$ cat config.mk
export PLATFORM = sky130hd
export DESIGN_NAME = adc_store_ctrl
export DESIGN_NICKNAME = d
export VERILOG_FILES = /design/src/rtl/adc_store_pkg.sv /design/src/rtl/adc_store_ram.sv /design/src/rtl/adc_store_ctrl.sv
export SDC_FILE = /design/constraint.sdc
export NUM_CORES = 1
export LEC_CHECK = 0
export ABC_AREA = 1
export ABC_CLOCK_PERIOD_IN_PS = 2000
export CORE_MARGIN = 5
export CORE_UTILIZATION = 30
export DETAILED_ROUTE_END_ITERATION = 10
export SLEW_MARGIN = 20
export SYNTH_ARGS = -nofsm -noshare
export SYNTH_HDL_FRONTEND = slang
export SYNTH_SLANG_ARGS = --single-unit
$ cat constraint.sdc
create_clock -name clk -period 2 [get_ports clk]
set_input_delay 0.4 -clock clk [delete_from_list [all_inputs] [get_ports clk]]
set_output_delay 0.4 -clock clk [all_outputs]
set_load 0.005 [all_outputs]
$ cat src/rtl/adc_store_pkg.sv
// ============================================================================
// adc_store_pkg : shared types and helpers for the ADC capture store
// Rev 1.0
// ============================================================================
`default_nettype none

package adc_store_pkg;

  typedef enum logic [1:0] {
    IDLE    = 2'd0,
    ARMED   = 2'd1,
    CAPTURE = 2'd2,
    DONE    = 2'd3
  } state_t;

  // Bits needed to address n words, never less than one.
  function automatic int f_log2(input int n);
    int w;
    w = 1;
    for (int i = 1; i < 31; i++) begin
      if ((1 << i) < n) w = i + 1;
    end
    return w;
  endfunction

endpackage

`default_nettype wire

$ cat src/rtl/adc_store_ram.sv
// ============================================================================
// adc_store_ram : NUM_WORDS x DATA_W simple dual-port buffer, 1-cycle read
// Rev 1.0
// ============================================================================
`default_nettype none

module adc_store_ram #(
  parameter int DATA_W    = 12,
  parameter int NUM_WORDS = 4,
  parameter int ADDR_W    = 2
) (
  input  logic              clk,
  input  logic              i_we,
  input  logic [ADDR_W-1:0] i_waddr,
  input  logic [DATA_W-1:0] i_wdata,
  input  logic              i_re,
  input  logic [ADDR_W-1:0] i_raddr,
  output logic [DATA_W-1:0] o_rdata
);

  logic [DATA_W-1:0] r_mem [NUM_WORDS];
  logic [DATA_W-1:0] r_rdata;

  always_ff @(posedge clk) begin
    if (i_we) r_mem[i_waddr] <= i_wdata;
  end

  generate
    if ((1 << ADDR_W) == NUM_WORDS) begin : g_pow2
      always_ff @(posedge clk) begin
        if (i_re) r_rdata <= r_mem[i_raddr];
      end
    end else begin : g_npow2
      // Addresses past the last word read back as zero.
      localparam logic [ADDR_W:0] c_depth = (ADDR_W+1)'(NUM_WORDS);
      always_ff @(posedge clk) begin
        if (i_re) r_rdata <= ({1'b0, i_raddr} < c_depth) ? r_mem[i_raddr] : '0;
      end
    end
  endgenerate

  assign o_rdata = r_rdata;

endmodule

`default_nettype wire

$ cat src/rtl/adc_store_ctrl.sv
// ============================================================================
// adc_store_ctrl : arm/trigger capture sequencer and 2-reader RR read arbiter
// Rev 1.0
// ============================================================================
`default_nettype none

module adc_store_ctrl
  import adc_store_pkg::*;
#(
  parameter  int DATA_W    = 12,
  parameter  int NUM_WORDS = 4,
  localparam int ADDR_W    = f_log2(NUM_WORDS)
) (
  input  logic              clk,
  input  logic              rst,
  input  logic              arm,
  input  logic              abort,
  input  logic              trig,
  input  logic              adc_valid,
  input  logic [DATA_W-1:0] adc_data,
  input  logic [1:0]        rd_req,
  input  logic [ADDR_W-1:0] rd_addr0,
  input  logic [ADDR_W-1:0] rd_addr1,
  output logic [1:0]        rd_gnt,
  output logic              rd_valid,
  output logic              rd_id,
  output logic [DATA_W-1:0] rd_data,
  output logic              busy,
  output logic              done,
  output logic [ADDR_W:0]   wr_cnt
);

  localparam logic [ADDR_W:0] c_last = (ADDR_W+1)'(NUM_WORDS - 1);
  localparam logic [ADDR_W:0] c_one  = (ADDR_W+1)'(1);

  state_t              r_state;
  logic                r_busy;
  logic                r_done;
  logic [ADDR_W:0]     r_wr_cnt;
  logic                r_rr;
  logic                r_rd_valid;
  logic                r_rd_id;
  logic                w_we;
  logic [1:0]          w_gnt;
  logic [ADDR_W-1:0]   w_raddr;
  logic [DATA_W-1:0]   w_ram_q;

  // Abort drops the sample presented in the same cycle.
  always_comb begin
    w_we = 1'b0;
    if (!abort) begin
      case (r_state)
        ARMED:   w_we = trig & adc_valid;
        CAPTURE: w_we = adc_valid;
        default: w_we = 1'b0;
      endcase
    end
  end

  // r_rr=0 favours reader 0; it only moves when both readers contend.
  always_comb begin
    w_gnt = 2'b00;
    if (r_state == DONE && !arm) begin
      case (rd_req)
        2'b01:   w_gnt = 2'b01;
        2'b10:   w_gnt = 2'b10;
        2'b11:   w_gnt = r_rr ? 2'b10 : 2'b01;
        default: w_gnt = 2'b00;
      endcase
    end
  end

  assign w_raddr = w_gnt[1] ? rd_addr1 : rd_addr0;

  always_ff @(posedge clk or posedge rst) begin
    if (rst) begin
      r_state  <= IDLE;
      r_busy   <= 1'b0;
      r_done   <= 1'b0;
      r_wr_cnt <= '0;
    end else if (abort) begin
      r_state <= IDLE;
      r_busy  <= 1'b0;
      r_done  <= 1'b0;
    end else begin
      case (r_state)
        IDLE: begin
          if (arm) begin
            r_state  <= ARMED;
            r_busy   <= 1'b1;
            r_wr_cnt <= '0;
          end
        end
        ARMED: begin
          if (trig) begin
            r_state <= CAPTURE;
            if (adc_valid) r_wr_cnt <= r_wr_cnt + c_one;
          end
        end
        CAPTURE: begin
          if (adc_valid) begin
            r_wr_cnt <= r_wr_cnt + c_one;
            if (r_wr_cnt == c_last) begin
              r_state <= DONE;
              r_busy  <= 1'b0;
              r_done  <= 1'b1;
            end
          end
        end
        DONE: begin
          if (arm) begin
            r_state  <= ARMED;
            r_busy   <= 1'b1;
            r_done   <= 1'b0;
            r_wr_cnt <= '0;
          end
        end
        default: begin
          r_state <= IDLE;
          r_busy  <= 1'b0;
          r_done  <= 1'b0;
        end
      endcase
    end
  end

  always_ff @(posedge clk or posedge rst) begin
    if (rst) begin
      r_rd_valid <= 1'b0;
      r_rd_id    <= 1'b0;
      r_rr       <= 1'b0;
    end else begin
      r_rd_valid <= |w_gnt;
      if (|w_gnt) r_rd_id <= w_gnt[1];
      if (rd_req == 2'b11 && |w_gnt) r_rr <= ~r_rr;
    end
  end

  adc_store_ram #(
    .DATA_W    (DATA_W),
    .NUM_WORDS (NUM_WORDS),
    .ADDR_W    (ADDR_W)
  ) u_ram (
    .clk     (clk),
    .i_we    (w_we),
    .i_waddr (r_wr_cnt[ADDR_W-1:0]),
    .i_wdata (adc_data),
    .i_re    (|w_gnt),
    .i_raddr (w_raddr),
    .o_rdata (w_ram_q)
  );

  // The buffer itself is not reset, so its output is masked outside a read.
  assign rd_data  = r_rd_valid ? w_ram_q : '0;
  assign rd_gnt   = w_gnt;
  assign rd_valid = r_rd_valid;
  assign rd_id    = r_rd_id;
  assign busy     = r_busy;
  assign done     = r_done;
  assign wr_cnt   = r_wr_cnt;

endmodule

`default_nettype wire

==> reports/metrics.yaml, run 1 <==
sta:
  hold_violations: 0
  max_slew_margin_pct: 72.1
  clock_skew_ns: 0.0109
  tightest_slew_ns: 0.417
  maxSlewViolCount: 0
  fin_ws_ns: 0.0934
  hold_slack_ns: 0.337
  timing.final.crit_period_ns: 1.91
  finalCritPeriodShare_pct: 95.3
  setup_viol: 0
  max_freq_mhz: 524
yosys:
  synth_edf_count: 60
  synth_ff_type: "edfxtp_1"
  synth.top_cell.area_share_pct: 55.3
  synth_area_leaders: "edfxtp_1 (55%), inv_1 (8.2%), nand2_1 (7.9%), dfrtp_1 (7.7%), nand3_1 (6.3%)"
  syn_nets: 346
  syn_avg_cell_area_um2: 10.4
  ys_seq_area_share_pct: 63.0
  synthArstFlopShare_pct: 14.3
  yosysTopAreaCell: "edfxtp_1"
  ys_ff_latch: 70
  synthesis.area_mm2: 0.00326
  yosysWarnings: 0
  ys_types: 27
  synthCells: 313
final_layout:
  layout_commonest_cell: "inv_1"
  layout_common_cells: "inv_1 (71), nand2_1 (69), edfxtp_1 (60)"
  fin_nets: 421
  n_antenna_cell: 0
  final_util_pct: 40.3
  synthToLayoutAreaGrowth_pct: 32.8
  drive_gt1_share_pct: 15.0
status:
  status: "complete, no violations"
critical_path:
  endpoint_kind: "primary output"
  critPathKind: "in2out"
  required_ns: 1.60
  critical_path.startpoint_type: "input port"
  arrival_ns: 1.51
  cp_max_fo: 2
floorplan:
  die-height_um: 114
  pin_count: 45
  die_area_mm2: 0.0130
  core-area_mm2: 0.0107
  fp-row-count: 38
  die_w_um: 114
  start_util_pct: 30.3
global_route:
  busiest_layer: "met2"
  grt_start_max_net_pins: 14
  gr-usage-met3_pct: 2.27
  met1_usage_pct: 12.0
  grt.total_usage_pct: 11.0
  grt_antenna_before_repair: 0
  grt_pass1_wl_um: 11000
  first_global_vias: 2334
  overflow: 0
  use_met2_pct: 18.9
cts:
  cts_buffers: 9
  clk_latency_ns: 0.35
  clk_pin_slew_ns: 0.08
  htreeDepth: 3
  cts_root_buffer: "clkbuf_8"
  ctsHoldBuffers: 0
  cts.sinks: 70
  cts_buffer_depth: 2
  cts_tree: "yes"
place:
  gp_congestion: 0.887
  dp_hpwl_um: 4860
  io_buffer_count: 44
  preCtsSetupSlack_ns: -0.289
pwr:
  vdd_drop_max_v: 0.000358
  leakagePower_nw: 1.93
  power.density_mw_per_mm2: 882
hold_path:
  worstHoldPathType: "in2async"
routing:
  firstDrtPassIters: 4
  vias: 2291
  drc: 0
  wl_per_cell_um: 12.7
  drtIter0Drc: 93
  routed_via_density: 4.30
  drt.antenna.violating_nets: 0
  routed_wl_um: 6790
run:
  maxCapViolCount: 0
==> path summary, 6_finish.rpt <==
check                           cells after the start                   start  slack [ns]                    endpoint
worst max-delay path                                6                     arm        0.09                   rd_gnt[0]
worst min-delay path                                2                     rst        0.34      r_state[1]$_DFFE_PP0P_
worst max register to register                     10  r_state[0]$_DFFE_PP0P_        0.13  u_ram.o_rdata[3]$_DFFE_PP_
worst min register to register                      2        busy$_DFFE_PP0P_        0.50            busy$_DFFE_PP0P_
max in group asynchronous                           2                     rst        1.35          rd_valid$_DFF_PP0_
min in group clk                                    2        busy$_DFFE_PP0P_        0.50            busy$_DFFE_PP0P_
==> layer usage <==
metal / vias to the layer above / share of wire (%)
li1: 1157 / -
met1: 1044 / 42
met2: 67 / 50
met3: 23 / 4.6
met4: 0 / 3.6
met5: - / 0
==> per-stage QoR <==
stage	power (mW)	std cells	instance area [µm²]	TNS (ns)
after floorplan	2.23	313	3260	0
after global placement	2.54	511	4030	-2.50
after detailed placement	2.57	511	4030	-3.22
after CTS	3.85	532	4290	0
after global routing	4.02	533	4330	-0.00386
final	3.82	533	4330	0
==> registers in the layout, indices dropped and copies added (netlist names) <==
name,flops
r_rr,1
busy,1
wr_cnt,3
u_ram.r_mem,48
u_ram.o_rdata,12
done,1
rd_id,1
rd_valid,1
r_state,2
==> cell usage after synthesis (all sizes together) (2+ instances only) <==
cell,instances
o21ai,7
inv,72
a21oi,2
edfxtp,60
nor2,6
buf,8
dfrtp,10
a211oi,2
nand3,42
nand2,74
nand3b,12
ha,9
nand4,2
==> critical path: stages <==
cell and delay, ns:
clkdlybuf4s50_1 0.51, nor2_8 0.17, buf_6 0.11, nand2_1 0.07
a21oi_2 0.12, buf_2 0.14
==> report_power, final <==
part	internal (mW)	switching (mW)
registers	1.70	0.0623
clock network	0.706	0.533
logic	0.375	0.443
==> area by class of cell <==
cell class / instances / area, µm²
Fill cell: 1061 / 6420
Inverter: 73 / 275
Clock inverter: 7 / 96.3
Tap cell: 140 / 175
Multi-Input combinational cell: 161 / 895
Sequential cell: 70 / 2050
Clock buffer: 9 / 124
Timing Repair Buffer: 73 / 709
==> timing repair <==
item,4_1_cts,5_1_grt
gates resized for setup,8,6
pin swaps,2,3
buffers inserted,5,1
endpoints found under the setup margin,14,13
==> kinds of logic after synthesis <==
family	after synthesis	share of synthesized area (%)
AND/OR/NAND/NOR	137	20.2
buffers and inverters	82	10.5
flip-flops	70	63.0
AO/OA/AOI/OAI	14	2.61
adder cells (fa/ha/maj)	9	3.45
XOR/XNOR	1	0.269
(Power assumes the default switching activity.)
==> run 2, diff against run 1 <==
- SKIP_CTS_REPAIR_TIMING: unset -> 1
==> run 2 against run 1 <==
Compared with the run above: maximum frequency decreased by 3.1%; critical path depth increased by 2; cell count decreased by 0.56%; via count decreased by 0.74%; sequential share of layout area increased by 0.37 points; critical endpoint is now u_ram.r_mem[3][7]$_DFFE_PP_; largest cell class unchanged; highest routed layer unchanged.
==> reports/metrics.yaml, run 2 (same netlist as run 1, synthesis figures left out) <==
status:
  status: "complete, no violations"  # unchanged
routing:
  drt.antenna.violating_nets: 0  # unchanged
  routed_via_density: 4.29  # was 4.30
  drtIter0Drc: 85  # was 93
  vias: 2274  # was 2,291
  routed_wl_um: 6750  # was 6790 µm
  wl_per_cell_um: 12.7  # about the same
  drc: 0  # unchanged
  firstDrtPassIters: 4  # unchanged
floorplan:
  pin_count: 45  # unchanged
  fp-row-count: 38  # unchanged
  die-height_um: 114  # unchanged
  core-area_mm2: 0.0107  # unchanged
  die_area_mm2: 0.0130  # unchanged
  start_util_pct: 30.3  # unchanged
  die_w_um: 114  # unchanged
critical_path:
  critical_path.startpoint_type: "register"  # was input port
  endpoint_kind: "register"  # was primary output
  critPathKind: "reg2reg"  # was in2out
  required_ns: 2.05  # was 1.60 ns
  arrival_ns: 2.02  # was 1.51 ns
  cp_max_fo: 12  # was 2
  worstRegToRegCells: 8  # was 10
final_layout:
  layout_common_cells: "inv_1 (71), nand2_1 (69), edfxtp_1 (60)"  # unchanged
  synthToLayoutAreaGrowth_pct: 31.7  # was 32.8%
  n_antenna_cell: 0  # unchanged
  top_register: "u_ram.r_mem"  # unchanged
  fin_nets: 418  # was 421
  seq_area_mm2: 0.00205  # unchanged
  largest_reg_flops: 48  # unchanged
  layout_commonest_cell: "inv_1"  # unchanged
  drive_gt1_share_pct: 13.8  # was 15.0%
  fillerInstances: 1068  # was 1,061
  multi_input_area_um2: 876  # was 895 µm²
global_route:
  first_global_vias: 2319  # was 2,334
  grt_start_max_net_pins: 14  # unchanged
  overflow: 0  # unchanged
  grt_antenna_before_repair: 0  # unchanged
  grt.total_usage_pct: 10.9  # was 11.0%
  grt_pass1_wl_um: 10800  # was 11,000 µm
sta:
  finalCritPeriodShare_pct: 98.4  # was 95.3%
  setup_viol: 0  # unchanged
  max_slew_margin_pct: 72.2  # was 72.1%
  clock_skew_ns: 0.0123  # was 0.0109 ns
  hold_violations: 0  # unchanged
  timing.final.crit_period_ns: 1.97  # was 1.91 ns
  max_freq_mhz: 508  # was 524 MHz
  tightest_slew_ns: 0.415  # was 0.417 ns
  setup_tns_ns: 0  # unchanged
  fin_ws_ns: 0.0322  # was 0.0934 ns
  maxSlewViolCount: 0  # unchanged
  rsz0062_at_grt: "true"
run:
  maxCapViolCount: 0  # unchanged
cts:
  cts_buffers: 9  # unchanged
  clk_latency_ns: 0.34  # was 0.35 ns
  cts.sinks: 70  # unchanged
  cts_root_buffer: "clkbuf_8"  # unchanged
  cts_tree: "yes"  # unchanged
  clk_pin_slew_ns: 0.08  # about the same
  htreeDepth: 3  # unchanged
  cts_buffer_depth: 2  # unchanged
place:
  dp_hpwl_um: 4860  # unchanged
  io_buffer_count: 44  # unchanged
  preCtsSetupSlack_ns: -0.289  # unchanged
  gp_congestion: 0.887  # unchanged
pwr:
  leakagePower_nw: 1.94  # was 1.93 nW
  power.total_mw: 3.81  # was 3.82 mW
  vdd_drop_max_v: 0.000359  # was 0.000358 V
  power.density_mw_per_mm2: 887  # was 882 mW/mm²
hold_path:
  worstHoldPathType: "in2async"  # unchanged
## run 2: changes by cell type in the layout (fill, tap and decap cells not counted)
cell            previous run  this run
nand2_2                    2         5
nand2_4                    3         0
buf_4                     23        21
dlymetal6s2s_1             0         2
a21oi_1                    1         2
a21oi_2                    1         0
buf_2                      1         0
buf_6                      2         1
dlygate4sd2_1              1         0
## run 2: routing by layer
layer  global-route usage, %  wire length, µm  up-vias
li1                        -                -     1151
met1                    11.9             2880     1044
met2                    18.3             3380       63
met3                    2.33              304       16
met4                    8.31              180        0
met5                       0                0        -
## run 2: where the power goes
group	switching (mW)	leakage (nW)	internal [mW]
registers	0.0623	0.669	1.70
clock network	0.532	0.114	0.706
logic	0.437	1.16	0.372
total	1.03	1.94	2.78
## run 2: path summary, 6_finish.rpt
check / start / end / slack, ns
hold reg to reg: busy$_DFFE_PP0P_ / busy$_DFFE_PP0P_ / 0.50
hold / removal: rst / r_state[1]$_DFFE_PP0P_ / 0.34
max in group asynchronous: rst / rd_valid$_DFF_PP0_ / 1.35
setup reg to reg: r_state[0]$_DFFE_PP0P_ / u_ram.r_mem[3][7]$_DFFE_PP_ / 0.03
setup / recovery: r_state[0]$_DFFE_PP0P_ / u_ram.r_mem[3][7]$_DFFE_PP_ / 0.03
min in group clk: busy$_DFFE_PP0P_ / busy$_DFFE_PP0P_ / 0.50
## run 2: metrics by stage
step | cell area [µm²] | cells | utilization, % | hold slack (ns)
6_report | 4290 | 530 | 40.0 | 0.337
3_5_place_dp | 4030 | 511 | 37.5 | 0.483
5_1_grt | 4290 | 530 | 40.0 | 0.383
2_1_floorplan | 3260 | 313 | - | 0.240
4_1_cts | 4250 | 527 | 39.6 | 0.344
3_3_place_gp | 4030 | 511 | 37.5 | 0.475
## run 2: critical path, stage by stage, from the launching register on
cell and delay, ns:
dfrtp_1 0.39, buf_4 0.13, buf_4 0.13, inv_1 0.07, ha_1 0.26, nor2_1 0.14, nand3_1 0.16, nor2_1 0.21
buf_12 0.18
## run 2: layout make-up
class	count	share of cell area [%]
clock buffers	9	2.88
clock inverters	7	2.24
inverters	73	6.41
multi-input cells	161	20.4
flip-flops and latches	70	47.8
well taps	140	4.08
repair buffers	70	16.2
==> run 3, diff against run 2 <==
- GPL_ROUTABILITY_DRIVEN: unset -> 0
==> results of run 3 <==
Final layout, timing and power as in run 2 (identical DEF).
